**src/rtl/cache_pkg.sv**
```systemverilog
// Shared types and default geometry for the direct-mapped word cache.
package cache_pkg;
  localparam int ADDR_W_DEF  = 5;
  localparam int DATA_W_DEF  = 32;
  localparam int INDEX_W_DEF = 2;
  localparam int CNT_W_DEF   = 16;

  typedef enum logic [1:0] {
    IDLE,
    LOOKUP,
    FILL,
    WTHRU
  } state_e;
endpackage

```
**src/rtl/sat_counter.sv**
```systemverilog
// Event counter that sticks at all-ones instead of wrapping.
module sat_counter #(
  parameter int W = 16
) (
  input  logic         clk,
  input  logic         rst,
  input  logic         inc,
  output logic [W-1:0] count
);
  logic [W-1:0] count_q;

  always_ff @(posedge clk) begin
    if (rst) begin
      count_q <= '0;
    end else if (inc && (count_q != '1)) begin
      count_q <= count_q + W'(1);
    end
  end

  assign count = count_q;
endmodule

```
**src/rtl/dm_cache_ctrl.sv**
```systemverilog
// Direct-mapped, write-through, no-write-allocate word cache with one
// outstanding CPU transaction and handshaked memory port.
module dm_cache_ctrl
  import cache_pkg::*;
#(
  parameter int ADDR_W  = ADDR_W_DEF,
  parameter int DATA_W  = DATA_W_DEF,
  parameter int INDEX_W = INDEX_W_DEF,
  parameter int CNT_W   = CNT_W_DEF
) (
  input  logic              clk,
  input  logic              rst,
  input  logic              flush,
  input  logic              cpu_req,
  input  logic              cpu_wr,
  input  logic [ADDR_W-1:0] cpu_addr,
  input  logic [DATA_W-1:0] cpu_wdata,
  output logic              cpu_ready,
  output logic              cpu_ack,
  output logic [DATA_W-1:0] cpu_rdata,
  output logic              mem_req,
  output logic              mem_wr,
  output logic [ADDR_W-1:0] mem_addr,
  output logic [DATA_W-1:0] mem_wdata,
  input  logic              mem_ack,
  input  logic [DATA_W-1:0] mem_rdata,
  output logic [CNT_W-1:0]  hit_count,
  output logic [CNT_W-1:0]  miss_count
);
  localparam int TAG_W = ADDR_W - INDEX_W;
  localparam int LINES = 1 << INDEX_W;

  state_e state_q, state_d;
  logic              wr_q, wr_d;
  logic [ADDR_W-1:0] addr_q, addr_d;
  logic [DATA_W-1:0] wdata_q, wdata_d;
  logic              cpu_ack_q, cpu_ack_d;
  logic [DATA_W-1:0] cpu_rdata_q, cpu_rdata_d;
  logic              mem_req_q, mem_req_d;
  logic              mem_wr_q, mem_wr_d;
  logic [ADDR_W-1:0] mem_addr_q, mem_addr_d;
  logic [DATA_W-1:0] mem_wdata_q, mem_wdata_d;

  logic [LINES-1:0]  valid_q;
  logic [TAG_W-1:0]  tag_q  [LINES];
  logic [DATA_W-1:0] data_q [LINES];

  logic [INDEX_W-1:0] idx;
  logic [TAG_W-1:0]   tag;
  logic               hit;
  logic               flush_all, fill, line_we, hit_inc, miss_inc;
  logic [DATA_W-1:0]  line_wdata;

  assign idx = addr_q[INDEX_W-1:0];
  assign tag = addr_q[ADDR_W-1:INDEX_W];
  assign hit = valid_q[idx] && (tag_q[idx] == tag);

  always_comb begin
    state_d     = state_q;
    wr_d        = wr_q;
    addr_d      = addr_q;
    wdata_d     = wdata_q;
    cpu_ack_d   = 1'b0;
    cpu_rdata_d = cpu_rdata_q;
    mem_req_d   = mem_req_q;
    mem_wr_d    = mem_wr_q;
    mem_addr_d  = mem_addr_q;
    mem_wdata_d = mem_wdata_q;
    flush_all   = 1'b0;
    fill        = 1'b0;
    line_we     = 1'b0;
    line_wdata  = '0;
    hit_inc     = 1'b0;
    miss_inc    = 1'b0;
    case (state_q)
      IDLE: begin
        if (flush) begin
          flush_all = 1'b1;
        end else if (cpu_req) begin
          wr_d    = cpu_wr;
          addr_d  = cpu_addr;
          wdata_d = cpu_wdata;
          state_d = LOOKUP;
        end
      end
      LOOKUP: begin
        hit_inc  = hit;
        miss_inc = !hit;
        if (!wr_q && hit) begin
          cpu_rdata_d = data_q[idx];
          cpu_ack_d   = 1'b1;
          state_d     = IDLE;
        end else if (!wr_q) begin
          mem_req_d  = 1'b1;
          mem_wr_d   = 1'b0;
          mem_addr_d = addr_q;
          state_d    = FILL;
        end else begin
          // Write-through always goes to memory; a hit also refreshes the line.
          mem_req_d   = 1'b1;
          mem_wr_d    = 1'b1;
          mem_addr_d  = addr_q;
          mem_wdata_d = wdata_q;
          line_we     = hit;
          line_wdata  = wdata_q;
          state_d     = WTHRU;
        end
      end
      FILL: begin
        if (mem_ack) begin
          line_we     = 1'b1;
          line_wdata  = mem_rdata;
          fill        = 1'b1;
          cpu_rdata_d = mem_rdata;
          cpu_ack_d   = 1'b1;
          mem_req_d   = 1'b0;
          state_d     = IDLE;
        end
      end
      WTHRU: begin
        if (mem_ack) begin
          cpu_ack_d = 1'b1;
          mem_req_d = 1'b0;
          mem_wr_d  = 1'b0;
          state_d   = IDLE;
        end
      end
      default: state_d = IDLE;
    endcase
  end

  always_ff @(posedge clk) begin
    if (rst) begin
      state_q     <= IDLE;
      wr_q        <= 1'b0;
      addr_q      <= '0;
      wdata_q     <= '0;
      cpu_ack_q   <= 1'b0;
      cpu_rdata_q <= '0;
      mem_req_q   <= 1'b0;
      mem_wr_q    <= 1'b0;
      mem_addr_q  <= '0;
      mem_wdata_q <= '0;
      valid_q     <= '0;
    end else begin
      state_q     <= state_d;
      wr_q        <= wr_d;
      addr_q      <= addr_d;
      wdata_q     <= wdata_d;
      cpu_ack_q   <= cpu_ack_d;
      cpu_rdata_q <= cpu_rdata_d;
      mem_req_q   <= mem_req_d;
      mem_wr_q    <= mem_wr_d;
      mem_addr_q  <= mem_addr_d;
      mem_wdata_q <= mem_wdata_d;
      if (flush_all) begin
        valid_q <= '0;
      end else if (fill) begin
        valid_q[idx] <= 1'b1;
      end
    end
  end

  // Line storage has no reset; valid bits alone decide whether it is trusted.
  always_ff @(posedge clk) begin
    if (!rst && line_we) data_q[idx] <= line_wdata;
    if (!rst && fill)    tag_q[idx]  <= tag;
  end

  sat_counter #(.W(CNT_W)) u_hit_cnt (
    .clk   (clk),
    .rst   (rst),
    .inc   (hit_inc),
    .count (hit_count)
  );

  sat_counter #(.W(CNT_W)) u_miss_cnt (
    .clk   (clk),
    .rst   (rst),
    .inc   (miss_inc),
    .count (miss_count)
  );

  assign cpu_ready = (state_q == IDLE) && !flush;
  assign cpu_ack   = cpu_ack_q;
  assign cpu_rdata = cpu_rdata_q;
  assign mem_req   = mem_req_q;
  assign mem_wr    = mem_wr_q;
  assign mem_addr  = mem_addr_q;
  assign mem_wdata = mem_wdata_q;
endmodule

```
**config.mk**
```make
export PLATFORM = sky130hd
export DESIGN_NAME = dm_cache_ctrl
export DESIGN_NICKNAME = d
export VERILOG_FILES = /design/src/rtl/cache_pkg.sv /design/src/rtl/sat_counter.sv /design/src/rtl/dm_cache_ctrl.sv
export SDC_FILE = /design/constraint.sdc
export NUM_CORES = 1
export LEC_CHECK = 0
export CORE_MARGIN = 4
export CORE_UTILIZATION = 45
export DETAILED_ROUTE_END_ITERATION = 12
export PLACE_DENSITY = 0.69
export REMOVE_ABC_BUFFERS = 1
export SETUP_SLACK_MARGIN = 0.1
export SLEW_MARGIN = 20
export SYNTH_ARGS = -nofsm -noshare
export SYNTH_HDL_FRONTEND = slang
export SYNTH_SLANG_ARGS = --single-unit
```
**constraint.sdc**
```tcl
create_clock -name clk -period 7.4 [get_ports clk]
set_input_delay 2.22 -clock clk [delete_from_list [all_inputs] [get_ports clk]]
set_output_delay 2.22 -clock clk [all_outputs]
set_load 0.01 [all_outputs]
```
==> results.py <==
metrics = {
    "grt": {
        "grt_pass1_wl_um": 46400,
        "grt_max_degree": 80,
        "grt_pass1_vias": 8538,
        "busiest_layer": "met2",
        "groute.usage.overall": 0.200,
        "grt_use_met3": 0.0422,
        "antenna_found_initial": 1,
        "grt.met1_usage": 0.269,
        "grt_use_met2": 0.336,
        "globalRouteOverflowTotal": 0,
    },
    "cells_and_area": {
        "layout-drive-gt1-share": 0.105,
        "area_growth_pct": 26.5,
        "antenna_cells": 0,
        "fin_nets": 1252,
        "stdcell_area_sq_mm": 0.0148,
    },
    "die": {
        "start_util": 0.461,
        "core_sq_mm": 0.0254,
        "rows": 58,
        "ios": 180,
        "dieArea_sq_mm": 0.0287,
        "die_width_um": 169,
        "die_h_um": 169,
    },
    "logic_synthesis": {
        "synth_xor_area_frac": 0.00224,
        "synth_cell_type_count": 49,
        "syn_area_sq_mm": 0.0117,
        "synth_flop_cell": "dfxtp_1",
        "ys_seq_area_frac": 0.616,
        "synthMuxAreaShare": 0.0802,
        "netlist.area_leader.share": 0.359,
        "synth_most_common_cell": "nand2_1",
        "synth_compound_area_frac": 0.132,
        "synth.top_cells.by_count": "nand2_1 (194), dfxtp_1 (150), edfxtp_1 (140)",
        "synth-simple-area-share": 0.124,
        "ys_seq_elements": 290,
        "synth-adder-area-share": 0.00748,
        "synth_top_family_by_area": "compound AO/OA/AOI/OAI gates",
        "synthTopCellsByArea": "edfxtp_1 (36%), dfxtp_1 (26%), mux4_2 (6.9%)",
        "synth-edff-count": 140,
        "yosys.area.top_type": "edfxtp_1",
        "yosysWarnings": 0,
        "avgSynthCellArea_sq_um": 11.5,
        "synthCells": 1022,
        "synthArstFlopShare": 0,
    },
    "cts": {
        "cts.sink_count": 290,
        "clock_path_buffers": 3,
        "clkSlewWorstSetupHoldPaths_ps": 60,
        "cts_buffers": 30,
        "h-tree-depth": 1,
        "cts_resized": 0,
        "cts-root-buf": "clkbuf_16",
        "hold_buffers": 0,
        "cts_setup_buffers": 0,
        "cts_tree": "yes",
        "clock_latency_ps": 560,
    },
    "timing": {
        "finalSetupViolCount": 0,
        "worstMarginPinSlew_ps": 1060,
        "fin_tns_setup_ps": 0,
        "finalHoldViolations": 0,
        "min_period_ps": 5680,
        "rsz0062_at_grt": "false",
        "fmax_mhz": 176,
        "worst_clock_skew_ps": 18.8,
        "drv_slew": 0,
        "relSlewSlack": 0.295,
        "fin_crit_sh": 0.767,
    },
    "route": {
        "vias": 8595,
        "drtIter0Drc": 584,
        "viasPerCell": 5.64,
        "first_pass_iters": 8,
        "drc": 0,
        "wl_per_cell_um": 19.2,
        "antenna_left": 0,
        "wl_um": 29300,
    },
    "setup_path": {
        "arrival_ps": 3460,
        "cp_max_fo": 3,
        "critPathSlowestCell": "clkdlybuf4s50_1",
        "cp_top_family": "buffers and inverters",
        "path_buf_inv": 2,
        "critPathMaxStageDelay_ps": 580,
        "critPathRequiredTime_ps": 5180,
        "endpoint_kind": "output port",
        "path_class": "in2out",
        "crit_path_frequent_cell": "clkdlybuf4s50_1",
        "worstPathCellList": "clkdlybuf4s50_1 > nor2b_1 > clkdlybuf4s50_1",
        "setup.worst_path.start_class": "input pin",
    },
    "hold_path": {
        "hold_class": "reg2reg",
    },
    "placement": {
        "hpwlAfterDp_um": 18600,
        "place.gp.congestion": 0.760,
        "postPlaceCellArea_sq_mm": 0.0138,
        "port_buffers": 179,
    },
    "power": {
        "p_leak_nw": 4.54,
        "power.density_mw_per_mm2": 297,
        "ir_worst_vdd_mv": 0.177,
    },
    "job": {
        "drv_cap": 0,
    },
    "status": {
        "status": "completed",
    },
}
[final timing paths]
check	start	cells after the start	endpoint	slack, ps
min	wdata_q[8]	2	wdata_q[8]	460
max reg2reg	register	7	data_q[1][16]	3540
max	flush	3	cpu_ready	1720
min reg2reg	wdata_q[8]	2	wdata_q[8]	460
[flip-flops by register name (all words and copies together) (netlist names), named ones only]
signal and flops:
mem_wr 1, addr_q 5, cpu_ack 1, mem_addr 5, wdata_q 32, wr_q 1, u_hit_cnt.count 16, data_q 128
u_miss_cnt.count 16, mem_req 1, cpu_rdata 32, valid_q 4, state_q 2, tag_q 12, mem_wdata 32
[tightest hold or removal path: cells and delay by family, from the launching register on]
| kind | cells | cell delay, ps |
|---|---|---|
| simple gates | 1 | 50 |
| compound gates | 1 | 50 |
| flops | 1 | 310 |
[kinds of logic (layout without fill, tap and decap cells)]
kind of cell / count (synthesis) / in the layout
AND/OR/NAND/NOR: 321 / 321
AO/OA/AOI/OAI: 239 / 239
multiplexers: 48 / 48
XOR/XNOR: 3 / 3
buffers and inverters: 114 / 286
adder cells (fa/ha/maj): 7 / 7
flip-flops: 290 / 290
[area by class of cell]
type / count / area (sq um)
Clock inverter: 17 / 169
Multi-Input combinational cell: 618 / 4120
Tap cell: 330 / 413
Clock buffer: 39 / 857
Timing Repair Buffer: 193 / 1900
Fill cell: 2109 / 10600
Sequential cell: 290 / 7210
Inverter: 37 / 139
[routing by layer]
layer | vias to the layer above | share of wire
met5 | - | 0.00044
met3 | 47 | 0.069
met4 | 2 | 0.020
met2 | 306 | 0.48
met1 | 4177 | 0.43
li1 | 4063 | -
[through the flow]
stage          hold slack (ps)  power (mW)  utilization  setup slack (ps)  instances
3_3_place_gp               442        2.89        0.542              1750       1467
4_1_cts                    455        4.44        0.582              1720       1523
6_report                   455        4.40        0.583              1720       1524
3_5_place_dp               447        2.91        0.542              1730       1467
5_1_grt                    465        4.59        0.583              1660       1524
2_1_floorplan              431        2.41            -              -761        945
[power breakdown]
part / internal (mW) / switching (mW)
clock: 0.893 / 0.632
sequential: 1.81 / 0.0968
combinational: 0.432 / 0.535
[placed cells by master (no fill, tap or decap), types with 5 or more instances in the layout]
cell type | netlist | final
a21boi_0 | 32 | 32
mux2i_1 | 6 | 6
nor2_1 | 28 | 25
nand2_1 | 194 | 191
edfxtp_1 | 140 | 140
ha_1 | 7 | 6
nand3_1 | 19 | 19
inv_1 | 37 | 37
o21a_1 | 6 | 6
and3_1 | 10 | 10
clkinv_2 | 0 | 6
nand4_1 | 6 | 6
nor2b_1 | 8 | 8
clkdlybuf4s50_1 | 0 | 178
nor3_1 | 13 | 12
o22ai_1 | 32 | 32
o31ai_1 | 14 | 13
dfxtp_1 | 150 | 148
a221oi_1 | 32 | 32
mux2_2 | 5 | 5
a21oi_1 | 96 | 96
buf_4 | 0 | 14
o21ai_0 | 10 | 10
mux4_2 | 36 | 36
or3_1 | 6 | 6
clkbuf_16 | 0 | 32
or4_1 | 15 | 15
Power figures use the tool's default switching activity.
